### config.mk
export PLATFORM = sky130hd
export DESIGN_NAME = wb_debug_initiator
export DESIGN_NICKNAME = d
export VERILOG_FILES = /design/src/rtl/wb_debug_initiator.sv
export SDC_FILE = /design/constraint.sdc
export NUM_CORES = 1
export LEC_CHECK = 0
export ABC_CLOCK_PERIOD_IN_PS = 11000
export BUFFER_PORTS_ARGS = -buffer_cell sky130_fd_sc_hd__buf_2
export CAP_MARGIN = 20
export CORE_MARGIN = 2
export CORE_UTILIZATION = 53
export CTS_CLUSTER_DIAMETER = 150
export DETAILED_ROUTE_END_ITERATION = 7
export PLACE_DENSITY = 0.89
export SYNTH_ARGS = -nofsm -noshare
export SYNTH_HDL_FRONTEND = slang
export SYNTH_SLANG_ARGS = --single-unit
### constraint.sdc
create_clock -name wb_clk_i -period 11 [get_ports wb_clk_i]
set_clock_uncertainty 0.1 [all_clocks]
set_input_delay 0 -clock wb_clk_i [delete_from_list [all_inputs] [get_ports wb_clk_i]]
set_output_delay 0 -clock wb_clk_i [all_outputs]
set_load 0.01 [all_outputs]
### src/rtl/wb_debug_initiator.sv
// Wishbone classic single-transfer initiator: accepts one read/write command,
// runs one bus cycle with an ack timeout, and returns data or an error response.
module wb_debug_initiator #(
    parameter int TIMEOUT_CYCLES = 255,
    parameter int CNT_WIDTH      = 16
) (
    input  logic                 wb_clk_i,
    input  logic                 wb_rst_i,
    input  logic                 cmd_valid_i,
    output logic                 cmd_ready_o,
    input  logic                 cmd_we_i,
    input  logic [31:0]          cmd_adr_i,
    input  logic [31:0]          cmd_dat_i,
    input  logic [3:0]           cmd_sel_i,
    output logic                 rsp_valid_o,
    input  logic                 rsp_ready_i,
    output logic [31:0]          rsp_dat_o,
    output logic                 rsp_err_o,
    output logic                 wbm_cyc_o,
    output logic                 wbm_stb_o,
    output logic                 wbm_we_o,
    output logic [3:0]           wbm_sel_o,
    output logic [31:0]          wbm_adr_o,
    output logic [31:0]          wbm_dat_o,
    input  logic                 wbm_ack_i,
    input  logic [31:0]          wbm_dat_i,
    output logic                 busy_o,
    output logic [CNT_WIDTH-1:0] xfer_cnt_o,
    output logic [CNT_WIDTH-1:0] tmo_cnt_o
);

    typedef enum logic [1:0] {
        ST_IDLE,
        ST_BUS,
        ST_RESP
    } state_t;

    localparam logic [15:0] TMO_LAST = 16'(TIMEOUT_CYCLES - 1);

    state_t                 state_q;
    logic                   cmd_ready_q;
    logic                   rsp_valid_q;
    logic [31:0]            rsp_dat_q;
    logic                   rsp_err_q;
    logic                   cyc_q;
    logic                   stb_q;
    logic                   we_q;
    logic [3:0]             sel_q;
    logic [31:0]            adr_q;
    logic [31:0]            dat_q;
    logic [15:0]            wait_q;
    logic [CNT_WIDTH-1:0]   xfer_cnt_q;
    logic [CNT_WIDTH-1:0]   tmo_cnt_q;

    always_ff @(posedge wb_clk_i or posedge wb_rst_i) begin
        if (wb_rst_i) begin
            state_q     <= ST_IDLE;
            cmd_ready_q <= 1'b1;
            rsp_valid_q <= 1'b0;
            rsp_dat_q   <= 32'h0;
            rsp_err_q   <= 1'b0;
            cyc_q       <= 1'b0;
            stb_q       <= 1'b0;
            we_q        <= 1'b0;
            sel_q       <= 4'h0;
            adr_q       <= 32'h0;
            dat_q       <= 32'h0;
            wait_q      <= 16'h0;
            xfer_cnt_q  <= '0;
            tmo_cnt_q   <= '0;
        end else begin
            case (state_q)
                ST_IDLE: begin
                    if (cmd_valid_i && cmd_ready_q) begin
                        we_q        <= cmd_we_i;
                        sel_q       <= cmd_sel_i;
                        dat_q       <= cmd_dat_i;
                        adr_q       <= {cmd_adr_i[31:2], 2'b00};
                        cyc_q       <= 1'b1;
                        stb_q       <= 1'b1;
                        wait_q      <= 16'h0;
                        cmd_ready_q <= 1'b0;
                        state_q     <= ST_BUS;
                    end
                end
                ST_BUS: begin
                    // Ack is checked first so an ack on the last allowed edge wins.
                    if (wbm_ack_i) begin
                        cyc_q       <= 1'b0;
                        stb_q       <= 1'b0;
                        rsp_dat_q   <= we_q ? 32'h0 : wbm_dat_i;
                        rsp_err_q   <= 1'b0;
                        rsp_valid_q <= 1'b1;
                        xfer_cnt_q  <= xfer_cnt_q + CNT_WIDTH'(1);
                        state_q     <= ST_RESP;
                    end else if (wait_q == TMO_LAST) begin
                        cyc_q       <= 1'b0;
                        stb_q       <= 1'b0;
                        rsp_dat_q   <= 32'hFFFF_FFFF;
                        rsp_err_q   <= 1'b1;
                        rsp_valid_q <= 1'b1;
                        tmo_cnt_q   <= tmo_cnt_q + CNT_WIDTH'(1);
                        state_q     <= ST_RESP;
                    end else begin
                        wait_q <= wait_q + 16'h1;
                    end
                end
                ST_RESP: begin
                    if (rsp_ready_i) begin
                        rsp_valid_q <= 1'b0;
                        cmd_ready_q <= 1'b1;
                        state_q     <= ST_IDLE;
                    end
                end
                default: begin
                    state_q     <= ST_IDLE;
                    cmd_ready_q <= 1'b1;
                    cyc_q       <= 1'b0;
                    stb_q       <= 1'b0;
                    rsp_valid_q <= 1'b0;
                end
            endcase
        end
    end

    assign cmd_ready_o = cmd_ready_q;
    assign rsp_valid_o = rsp_valid_q;
    assign rsp_dat_o   = rsp_dat_q;
    assign rsp_err_o   = rsp_err_q;
    assign wbm_cyc_o   = cyc_q;
    assign wbm_stb_o   = stb_q;
    assign wbm_we_o    = we_q;
    assign wbm_sel_o   = sel_q;
    assign wbm_adr_o   = adr_q;
    assign wbm_dat_o   = dat_q;
    assign busy_o      = (state_q != ST_IDLE);
    assign xfer_cnt_o  = xfer_cnt_q;
    assign tmo_cnt_o   = tmo_cnt_q;

endmodule

* Word level (Yosys, flattened, before mapping)
Cells that the tools add are included.
** Word-level totals
- Input port bits :: 106
- Register bits :: 153
** Cells by class
- Equality and inequality tests :: 8
- Reductions and logical operators :: 14
- Bitwise operators :: 4
- Add/sub/neg operators :: 3
- Mux-type cells :: 24
** Operator list (number)
- two-way mux 32 bit :: 3
- adder 16 x 1 -> 16 bit (second input constant) :: 3
- two-way mux 16 bit :: 3
- one-hot mux 16 bit (2 select lines) :: 1
- equality test 16 x 8 -> 1 bit (second input constant) :: 1
- AND reduction 3 bit :: 5
- two-way mux 1 bit :: 9
- one-hot mux 1 bit (3 select lines) :: 3
- two-way mux 2 bit :: 4
- != test 2 bit (second input constant) :: 4
- one-hot mux 2 bit (3 select lines) :: 1
- AND reduction 2 bit :: 3
- nonzero test 2 bit :: 3
- NOT 1 bit :: 4
- AND reduction 4 bit :: 1
- != test 3 bit (second input constant) :: 1
- equality test 2 x 1 -> 1 bit (second input constant) :: 1
- equality test 2 bit (second input constant) :: 1
- zero test 2 bit :: 1
- logical AND 1 bit :: 1

* Longest topological paths before layout
Gate-level depths: netlist of run 1.
- Word-level depth :: 4
- Mapped depth :: 10
- Depth with buffers taken out :: 8

* Worst setup path before layout of run 1
No wires, ideal clock.
- Path kind :: register to register
- Start point :: register wait_q[0]
- End point :: register wait_q[3]
- Period minus slack after synthesis :: 2.026 ns
- Cell stages (with the launch flop) :: 10
- Setup slack :: 8.974 ns
- Arrival time :: 1.860 ns
- Buffers on the path :: 2
- Cell sequence :: dfrtp_1 > inv_1 > ha_1 > nor4b_2 > and4_4 > buf_6 > a21o_1 > buf_6 > or4_1 > nand2_1
** Between the ends
- Cells in the longest elaborated chain, start to end :: 4
- Elaborated cells between the ends (all ways) :: 7
- Classes of those cells :: add/sub (1); eq/ne (2); mux (3); reduce/logical (1)
** RTL lines
- start, declared :: RTL line 51 : logic [15:0] wait_q;
- start signal, assigned :: RTL line 105 : wait_q <= wait_q + 16'h1;
- adder 16 x 1 -> 16 bit :: RTL line 105
- two-way mux 16 bit :: RTL line 96 : end else if (wait_q == TMO_LAST) begin
- two-way mux 16 bit :: RTL line 88 : if (wbm_ack_i) begin
- one-hot mux 16 bit (2 select lines) :: RTL line 72 : case (state_q)
Several ways; a longest one is shown, not always the timed one. The select of a mux whose other input is x is not followed.
A chain may end at the register's enable or synchronous reset.

* Worst setup path after layout of run 1
- Start point :: register wait_q[0]
- End point :: register rsp_dat_q[20] (netlist: rsp_dat_o[20])
** Between the ends
- Cells in the longest elaborated chain, start to end :: 3
** RTL lines
- equality test 16 x 8 -> 1 bit :: RTL line 96
- nonzero test 2 bit (no source line)
- AND reduction 2 bit (no source line)
- end signal, assigned :: RTL line 91 : rsp_dat_q <= we_q ? 32'h0 : wbm_dat_i;
- end, declared :: RTL line 43 : logic [31:0] rsp_dat_q;
Every way passes these cells.

==> impl_metrics.py, run 1 <==
metrics = {
    "layout": {
        "final_cell_mix": "buf_2 (240), nand2_1 (222), dfrtp_1 (152), dlygate4sd3_1 (104), a221o_1 (32)",
        "layout_commonest_cell": "buf_2",
        "regArea_um2": 3830,
        "final_nets": 1062,
        "n_antenna_cell": 0,
        "post_route_cells_drive_above_1_share": 0.310,
        "syn2layout_area_growth_pct": 44.8,
        "nFillCells": 676,
        "multiInputGateArea_um2": 2350,
    },
    "worst_hold_path": {
        "hold_path_class": "primary input to async pin",
    },
    "floorplanning": {
        "dieWidth_um": 114,
        "core_um2": 11900,
        "start_util": 0.536,
        "io_pins": 245,
        "die_y_um": 114,
        "design.die.area_um2": 12900,
        "num_rows": 40,
    },
    "critical_path": {
        "worstPathRequired_ps": 11240,
        "cp_max_fo": 34,
        "worst_ep_arrival_time_ps": 2730,
        "critPathLaunchType": "register",
        "end_kind": "register",
        "critical_path_class": "register to register",
    },
    "cts": {
        "cts_made_buffers": 17,
        "cts.root.buffer_cell": "clkbuf_16",
        "clock-sinks": 153,
        "clk_latency_ps": 420,
        "cts_tree": "built",
        "path_clk_slew_ps": 70,
        "htree_levels": 4,
        "cts_max_path_buffers": 2,
    },
    "synth": {
        "yosysWarnings": 0,
        "synth.distinct_cells": 46,
        "syn_area_per_cell_um2": 10.4,
        "yosys-top-cells-area": "dfrtp_1 (60%), nand2_1 (13%), a221o_1 (5.0%), xnor2_1 (3.3%), xor2_1 (1.8%)",
        "yosysTopAreaCellShare": 0.595,
        "ys_ff_latch": 153,
        "synth.cell_area_um2": 6390,
        "synth_seq_area_share": 0.600,
        "syn_inst": 617,
        "synth_top_cell_by_area": "dfrtp_1",
    },
    "global_routing": {
        "grt_util_all_layers": 0.331,
        "grt_max_degree": 82,
        "gr-total-overflow": 0,
        "grt_pass1_vias": 6364,
        "grt_pass1_wl_um": 32800,
        "antenna_found_initial": 0,
    },
    "sta": {
        "worst_slack_ps": 8510,
        "finalMaxSlewViolations": 0,
        "slew_headroom": 0.372,
        "rsz0062_at_grt": "false",
        "max_freq_ghz": 0.401,
        "period_needed_ps": 2490,
        "finalSetupViolCount": 0,
        "period_share": 0.227,
        "hold_viol_final": 0,
        "worst_pin_slew_ps": 942,
        "tns_ps": 0,
    },
    "detailed_routing": {
        "wl_per_cell_um": 19.1,
        "drt-vias-per-instance": 5.58,
        "drt_first_iter_violations": 710,
        "vias": 6207,
        "first_pass_iters": 6,
        "drc": 0,
        "drtAntennaViolNets": 0,
        "drt_wl_total_um": 21300,
    },
    "placed_design": {
        "portBuffers": 240,
        "dp_hpwl_um": 10600,
        "pre_cts_slack_ps": 8620,
        "place.gp.congestion": 0.860,
    },
    "pwr": {
        "vdd_drop_max_uv": 120,
        "leakage_uw": 0.00518,
        "p_per_area_nw_per_um2": 129,
    },
    "outcome": {
        "outcome": "finished, final reports clean",
    },
    "run": {
        "cap_violations": 0,
    },
}
## report_power, final
part,switching (uW),internal [uW]
clock,244,326
combinational,25.9,37.6
sequential,0,563
## per-stage QoR
step                power (uW)  area, um^2  utilization  hold slack (ps)  std cells
floorplan                  583        6390            -            -14.2        618
global placement           604        7630        0.641             69.6        976
detailed placement         605        7630        0.641             66.6        976
CTS                       1190        9250        0.776              170       1112
global route              1230        9250        0.776              225       1112
finish                    1200        9250        0.776              173       1112
## layout make-up
type	instances	share of cell area
inverters	8	0.00379
flip-flops and latches	153	0.414
multi-input cells	423	0.254
well taps	147	0.0199
repair buffers	349	0.247
clock buffers	20	0.0494
clock inverters	12	0.0126
## critical path: stages (launching register included)
cell	delay, ps
dfrtp_1	430
inv_1	100
ha_1	200
nor4b_2	160
and4_4	210
and2_4	160
o21ai_4	700
a221o_1	340
## state kept, by name, summed over array words and instances, names as in the netlist
name,flops
rsp_valid_o,1
wbm_sel_o,4
cmd_ready_o,1
rsp_dat_o,32
wbm_we_o,1
wait_q,16
rsp_err_o,1
wbm_dat_o,32
wbm_stb_o,1
tmo_cnt_o,16
wbm_adr_o,30
xfer_cnt_o,16
state_q,2
## logic make-up after synthesis
kind of cell | synth area share
simple gates | 0.225
flops | 0.600
compound gates | 0.0784
buf+inv | 0.0349
xor+xnor | 0.0507
fa+ha+maj | 0.00784
mux | 0.00333
other cells | 0.000587
## cells in the mapped netlist (all sizes together)
cell type / instances
a211oi: 4
a21o: 1
a21oi: 10
a221o: 32
and2: 2
and2b: 1
and3: 8
and4: 2
and4b: 1
and4bb: 1
buf: 16
clkbuf: 18
conb: 1
dfrtp: 152
dfstp: 1
ha: 4
inv: 8
mux2: 1
mux2i: 1
nand2: 222
nand2b: 2
nand3: 21
nand4: 11
nor2: 23
nor3: 11
nor3b: 1
nor4: 2
nor4b: 1
nor4bb: 1
o2111ai: 1
o211ai: 2
o21ai: 10
o31ai: 1
or2: 1
or3: 5
or4: 1
xnor2: 24
xor2: 13
## final timing paths
path	from	end	slack, ps	depth (start not counted)
worst min-delay path	wb_rst_i	rsp_dat_o[0]	170	3
worst max register to register	wait_q[0]	rsp_dat_o[20]	8510	7
worst max-delay path	wait_q[0]	rsp_dat_o[20]	8510	7
max in group asynchronous	wb_rst_i	wbm_adr_o[24]	9190	4
worst min register to register	tmo_cnt_o[15]	tmo_cnt_o[15]	360	1
min in group wb_clk_i	cmd_adr_i[31]	wbm_adr_o[31]	210	4
## per-layer routing
layer | track usage | wire (um) | part of all wire | vias up
met3 | 0.0909 | 1910 | 0.090 | 105
met2 | 0.541 | 10300 | 0.48 | 434
met4 | 0.198 | 1230 | 0.058 | 0
met1 | 0.393 | 7840 | 0.37 | 2932
li1 | - | - | - | 2736
met5 | 0 | 0 | 0 | -
## timing repair
item,CTS,global route
hold buffers,104,0
gates resized for setup,0,0
buffers inserted,0,0
hold endpoints to repair,187,0
Power figures use the tool's default switching activity.
==> run 2: changes to the inputs <==
==> config.mk (replaced) <==
export PLATFORM = sky130hd
export DESIGN_NAME = wb_debug_initiator
export DESIGN_NICKNAME = d
export VERILOG_FILES = /design/src/rtl/wb_debug_initiator.sv
export SDC_FILE = /design/constraint.sdc
export NUM_CORES = 1
export LEC_CHECK = 0
export ABC_CLOCK_PERIOD_IN_PS = 2250
export BUFFER_PORTS_ARGS = -buffer_cell sky130_fd_sc_hd__buf_2
export CAP_MARGIN = 20
export CORE_MARGIN = 2
export CORE_UTILIZATION = 44
export CTS_CLUSTER_DIAMETER = 150
export DETAILED_ROUTE_END_ITERATION = 7
export PLACE_DENSITY = 0.79
export SYNTH_ARGS = -nofsm -noshare
export SYNTH_HDL_FRONTEND = slang
export SYNTH_SLANG_ARGS = --single-unit
==> constraint.sdc (replaced) <==
create_clock -name wb_clk_i -period 2.25 [get_ports wb_clk_i]
set_clock_uncertainty 0.1 [all_clocks]
set_input_delay 0 -clock wb_clk_i [delete_from_list [all_inputs] [get_ports wb_clk_i]]
set_output_delay 0 -clock wb_clk_i [all_outputs]
set_load 0.01 [all_outputs]
==> impl_metrics.py, run 2 (synthesized netlist as in run 1, its figures left out) <==
metrics = {
    "sta": {
        "worst_slack_ps": 153,
        "hold_viol_final": 0,
        "finalSetupViolCount": 0,
        "max_freq_ghz": 0.477,
        "period_needed_ps": 2100,
        "period_share": 0.932,
        "tns_ps": 0,
        "rsz0062_at_grt": "false",
        "slew_headroom": 0.529,
        "finalMaxSlewViolations": 0,
        "worst_pin_slew_ps": 706,
    },
    "layout": {
        "post_route_cells_drive_above_1_share": 0.321,
        "final_cell_mix": "buf_2 (240), nand2_1 (222), dfrtp_1 (152), dlygate4sd3_1 (104), a221o_1 (32)",
        "layout_commonest_cell": "buf_2",
        "n_antenna_cell": 0,
        "fin_util": 0.657,
        "final_nets": 1074,
        "syn2layout_area_growth_pct": 47.9,
        "final_cells": 1160,
    },
    "detailed_routing": {
        "vias": 5988,
        "drt_wl_total_um": 18700,
        "drt-vias-per-instance": 5.16,
        "drtAntennaViolNets": 0,
        "wl_per_cell_um": 16.1,
        "drt_first_iter_violations": 402,
        "drc": 0,
        "first_pass_iters": 5,
    },
    "global_routing": {
        "grt_pass1_vias": 6216,
        "grt_max_degree": 91,
        "grt_util_all_layers": 0.248,
        "grt_pass1_wl_um": 31100,
        "gr-total-overflow": 0,
        "antenna_found_initial": 0,
    },
    "critical_path": {
        "ff2ff_path_depth": 8,
        "slowest_delay_ps": 380,
        "cp.buffers_inverters": 2,
        "cp_max_fo": 34,
        "cp_top_family": "simple AND/OR/NAND/NOR gates",
        "critical_path_class": "register to register",
        "worstPathCellList": "inv_1 -> ha_1 -> nor4b_4 -> and4_4 -> and2_4 -> o21ai_4 -> buf_12 -> a221o_1",
        "startpoint": "wait_q[0]",
        "end_kind": "register",
        "reg2reg_from": "wait_q[0]",
        "worst_ep_arrival_time_ps": 2290,
        "cpMaxStageDelayCell": "dfrtp_1",
        "critPathLaunchType": "register",
        "crit_cells": 8,
        "worstPathRequired_ps": 2440,
        "reg2reg_slack_ps": 150,
        "rr_endpoint": "rsp_dat_o[13]",
    },
    "placed_design": {
        "dp_hpwl_um": 10700,
        "placed_cells": 1025,
        "place.gp.congestion": 0.841,
        "pre_cts_slack_ps": 105,
        "portBuffers": 240,
    },
    "pwr": {
        "seqPwrFrac": 0.479,
        "pwr-share-clk": 0.468,
        "p_int_uw": 4510,
        "leakage_uw": 0.00527,
        "vdd_drop_max_uv": 451,
        "switching_share": 0.215,
        "power.switching_uw": 1230,
        "total_power_uw": 5750,
        "p_comb_frac": 0.054,
        "p_per_area_nw_per_um2": 608,
    },
    "floorplanning": {
        "core_um2": 14400,
        "design.die.area_um2": 15500,
        "start_util": 0.445,
        "io_pins": 245,
        "dieWidth_um": 124,
        "num_rows": 44,
        "die_y_um": 124,
    },
    "cts": {
        "htree_levels": 4,
        "cts_made_buffers": 17,
        "clock-sinks": 153,
        "path_clk_slew_ps": 60,
        "postCtsSetupBuffers": 0,
        "cts.root.buffer_cell": "clkbuf_16",
        "clk_latency_ps": 410,
        "cts_tree": "built",
        "cts_max_path_buffers": 2,
    },
    "worst_hold_path": {
        "hold_path_class": "primary input to async pin",
    },
    "run": {
        "cap_violations": 0,
    },
    "outcome": {
        "outcome": "finished, final reports clean",
    },
}
-- run 2: cell count changes in the layout (fill, tap and decap cells not counted), sizes merged --
cell,delta
clkinvlp,-2
inv,-4
clkinv,+5
buf,+12
-- run 2: per-stage QoR --
step	hold slack [ps]	area, um^2
2_1_floorplan	-14.2	6390
3_3_place_gp	51.0	7820
3_5_place_dp	54.7	7820
4_1_cts	181	9420
5_1_grt	193	9440
6_report	160	9440
-- run 2: power by group through the flow --
stage	logic, uW	clock network [uW]	registers (uW)
floorplan	48.3	0	2800
global placement	159	0	2800
detailed placement	160	0	2800
CTS	300	2740	2750
global route	336	2880	2750
finish	308	2690	2750
-- run 2: what timing repair did --
item | 4_1_cts | 5_1_grt
resized for setup | 0 | 6
endpoints found under the hold margin | 259 | 0
hold buffers | 104 | 0
endpoints found under the setup margin | 0 | 6
-- run 2: worst max-delay path by stage --
stage / slack (ps) / endpoint
after floorplan: 220 / rsp_dat_o[0]
after global placement: 170 / tmo_cnt_o[7]
after detailed placement: 100 / tmo_cnt_o[7]
after CTS: 70 / tmo_cnt_o[7]
after global routing: 20 / rsp_dat_o[11]
final: 150 / rsp_dat_o[13]
-- run 2: worst min-delay path, cell delays in order --
cell,delay [ps]
dlygate4sd3_1,540
buf_2,140
clkinvlp_4,100
buf_12,290
-- run 2: layout make-up --
class	instances	area [um^2]
Clock inverter	11	100
Timing Repair Buffer	361	2420
Tap cell	184	230
Clock buffer	20	457
Multi-Input combinational cell	423	2370
Fill cell	1011	4920
Inverter	8	33.8
Sequential cell	153	3830
-- run 2: routing by layer --
| layer | share of wire | wire length (um) | track usage |
|---|---|---|---|
| met5 | 0 | 0 | 0 |
| met4 | 0.038 | 717 | 0.106 |
| met3 | 0.077 | 1430 | 0.0730 |
| met2 | 0.49 | 9110 | 0.415 |
| met1 | 0.40 | 7400 | 0.298 |
==> run 3: changes to the inputs <==
==> config.mk (replaced) <==
export PLATFORM = sky130hd
export DESIGN_NAME = wb_debug_initiator
export DESIGN_NICKNAME = d
export VERILOG_FILES = /design/src/rtl/wb_debug_initiator.sv
export SDC_FILE = /design/constraint.sdc
export NUM_CORES = 1
export LEC_CHECK = 0
export BUFFER_PORTS_ARGS = -buffer_cell sky130_fd_sc_hd__buf_2
export CAP_MARGIN = 20
export CORE_MARGIN = 2
export CORE_UTILIZATION = 40
export CTS_CLUSTER_DIAMETER = 150
export DETAILED_ROUTE_END_ITERATION = 7
export PLACE_DENSITY = 0.73
export SYNTH_ARGS = -nofsm -noshare
export SYNTH_HDL_FRONTEND = slang
export SYNTH_SLANG_ARGS = --single-unit
==> impl_metrics.py, run 3 (synthesized netlist as in run 1, its figures left out) <==
metrics = {
    "outcome": {
        "outcome": "finished, final reports clean",
    },
    "cts": {
        "clock-sinks": 153,
        "path_clk_slew_ps": 60,
        "cts_made_buffers": 17,
        "cts.root.buffer_cell": "clkbuf_16",
        "clk_latency_ps": 420,
        "htree_levels": 4,
        "cts_tree": "built",
        "postCtsSetupBuffers": 0,
        "cts_max_path_buffers": 2,
    },
    "global_routing": {
        "gr-total-overflow": 0,
        "busiest_layer": "met2",
        "grt_pass1_vias": 5592,
        "grt_util_all_layers": 0.208,
        "grt_max_degree": 87,
        "met3_usage": 0.0570,
        "use_met1": 0.273,
        "grt_pass1_wl_um": 27600,
        "antenna_found_initial": 0,
        "use_met2": 0.327,
    },
    "pwr": {
        "power.switching_uw": 1300,
        "p_per_area_nw_per_um2": 622,
        "p_comb_frac": 0.052,
        "vdd_drop_max_uv": 474,
        "leakage_uw": 0.00528,
        "pwr-share-clk": 0.485,
        "seqPwrFrac": 0.464,
        "p_int_uw": 4630,
        "switching_share": 0.220,
    },
    "worst_hold_path": {
        "hold_path_class": "primary input to async pin",
    },
    "critical_path": {
        "cp_max_fo": 34,
        "reg2reg_from": "wait_q[0]",
        "worst_ep_arrival_time_ps": 2260,
        "critical_path_class": "register to register",
        "rr_endpoint": "rsp_dat_o[21]",
        "crit_end": "rsp_dat_o[21]",
        "worstPathRequired_ps": 2440,
        "end_kind": "register",
        "startpoint": "wait_q[0]",
        "reg2reg_slack_ps": 180,
        "critPathLaunchType": "register",
        "ff2ff_path_depth": 8,
        "slowest_delay_ps": 380,
        "cpMaxStageDelayCell": "dfrtp_1",
        "worstPathCellList": "inv_1 -> ha_1 -> nor4b_2 -> and4_4 -> and2_4 -> o21ai_4 -> buf_12 -> a221o_1",
    },
    "placed_design": {
        "dp_hpwl_um": 10800,
        "dpl_cell_area_um2": 7880,
        "place.gp.congestion": 0.788,
        "pre_cts_slack_ps": 125,
        "portBuffers": 240,
    },
    "detailed_routing": {
        "drt_wl_total_um": 17700,
        "vias": 5767,
        "first_pass_iters": 4,
        "wl_per_cell_um": 14.8,
        "drt-vias-per-instance": 4.83,
        "drtAntennaViolNets": 0,
        "drc": 0,
        "drt_first_iter_violations": 265,
    },
    "sta": {
        "finalSetupViolCount": 0,
        "finalMaxSlewViolations": 0,
        "slew_headroom": 0.621,
        "tns_ps": 0,
        "worst_slack_ps": 176,
        "rsz0062_at_grt": "false",
        "worst_pin_slew_ps": 568,
        "period_needed_ps": 2070,
        "hold_viol_final": 0,
        "period_share": 0.922,
        "max_freq_ghz": 0.482,
    },
    "floorplanning": {
        "die_y_um": 130,
        "core_um2": 15800,
        "start_util": 0.405,
        "io_pins": 245,
        "num_rows": 46,
        "dieWidth_um": 130,
        "design.die.area_um2": 17000,
    },
    "layout": {
        "final_nets": 1075,
        "n_antenna_cell": 0,
        "design_area_um2": 9530,
        "post_route_cells_drive_above_1_share": 0.321,
        "syn2layout_area_growth_pct": 49.3,
        "layout_commonest_cell": "buf_2",
        "final_cell_mix": "buf_2 (240), nand2_1 (222), dfrtp_1 (152), dlygate4sd3_1 (104), a221o_1 (32)",
    },
    "run": {
        "cap_violations": 0,
    },
}
[run 3: cell type report]
type	count	area, um^2
Clock buffer	18	439
Clock inverter	14	164
Inverter	8	33.8
Multi-Input combinational cell	423	2360
Timing Repair Buffer	362	2430
Tap cell	216	270
Sequential cell	153	3830
Fill cell	1274	6240
[run 3: per-layer routing]
layer / up-vias / share of wire
met1: 2718 / 0.43
met5: - / 0
met2: 244 / 0.47
li1: 2774 / -
met4: 0 / 0.022
met3: 31 / 0.070
[run 3: stage by stage]
stage	cells	power, uW	util	hold WS, ps
5_1_grt	1194	6150	0.605	216
6_report	1194	5930	0.605	177
4_1_cts	1194	6010	0.604	176
3_5_place_dp	1058	2960	0.500	64.4
2_1_floorplan	618	2850	-	-14.2
3_3_place_gp	1057	2960	0.499	60.6
[run 3: critical path, delay by kind of cell, from the launching register on]
kind | cells | cell delay [ps]
compound gates | 2 | 380
fa+ha+maj | 1 | 150
buf+inv | 2 | 260
flops | 1 | 380
simple gates | 3 | 690
[run 3: worst min-delay path by stage]
stage	endpoint
floorplan	rsp_err_o
global placement	wbm_we_o
detailed placement	wbm_we_o
CTS	wbm_dat_o[29]
global route	wbm_dat_o[24]
finish	wbm_dat_o[18]
[run 3: what timing repair did]
action | CTS | global route
hold buffers | 104 | 0
endpoints found under the hold margin | 262 | 0
resized for setup | 0 | 2
endpoints found under the setup margin | 0 | 4
[run 3: power by group through the flow]
stage,registers (uW),logic (uW),clock network (uW)
after floorplan,2800,48.3,0
after global placement,2800,162,0
after global routing,2750,334,3070
final,2750,306,2880
after CTS,2750,302,2960
after detailed placement,2800,162,0
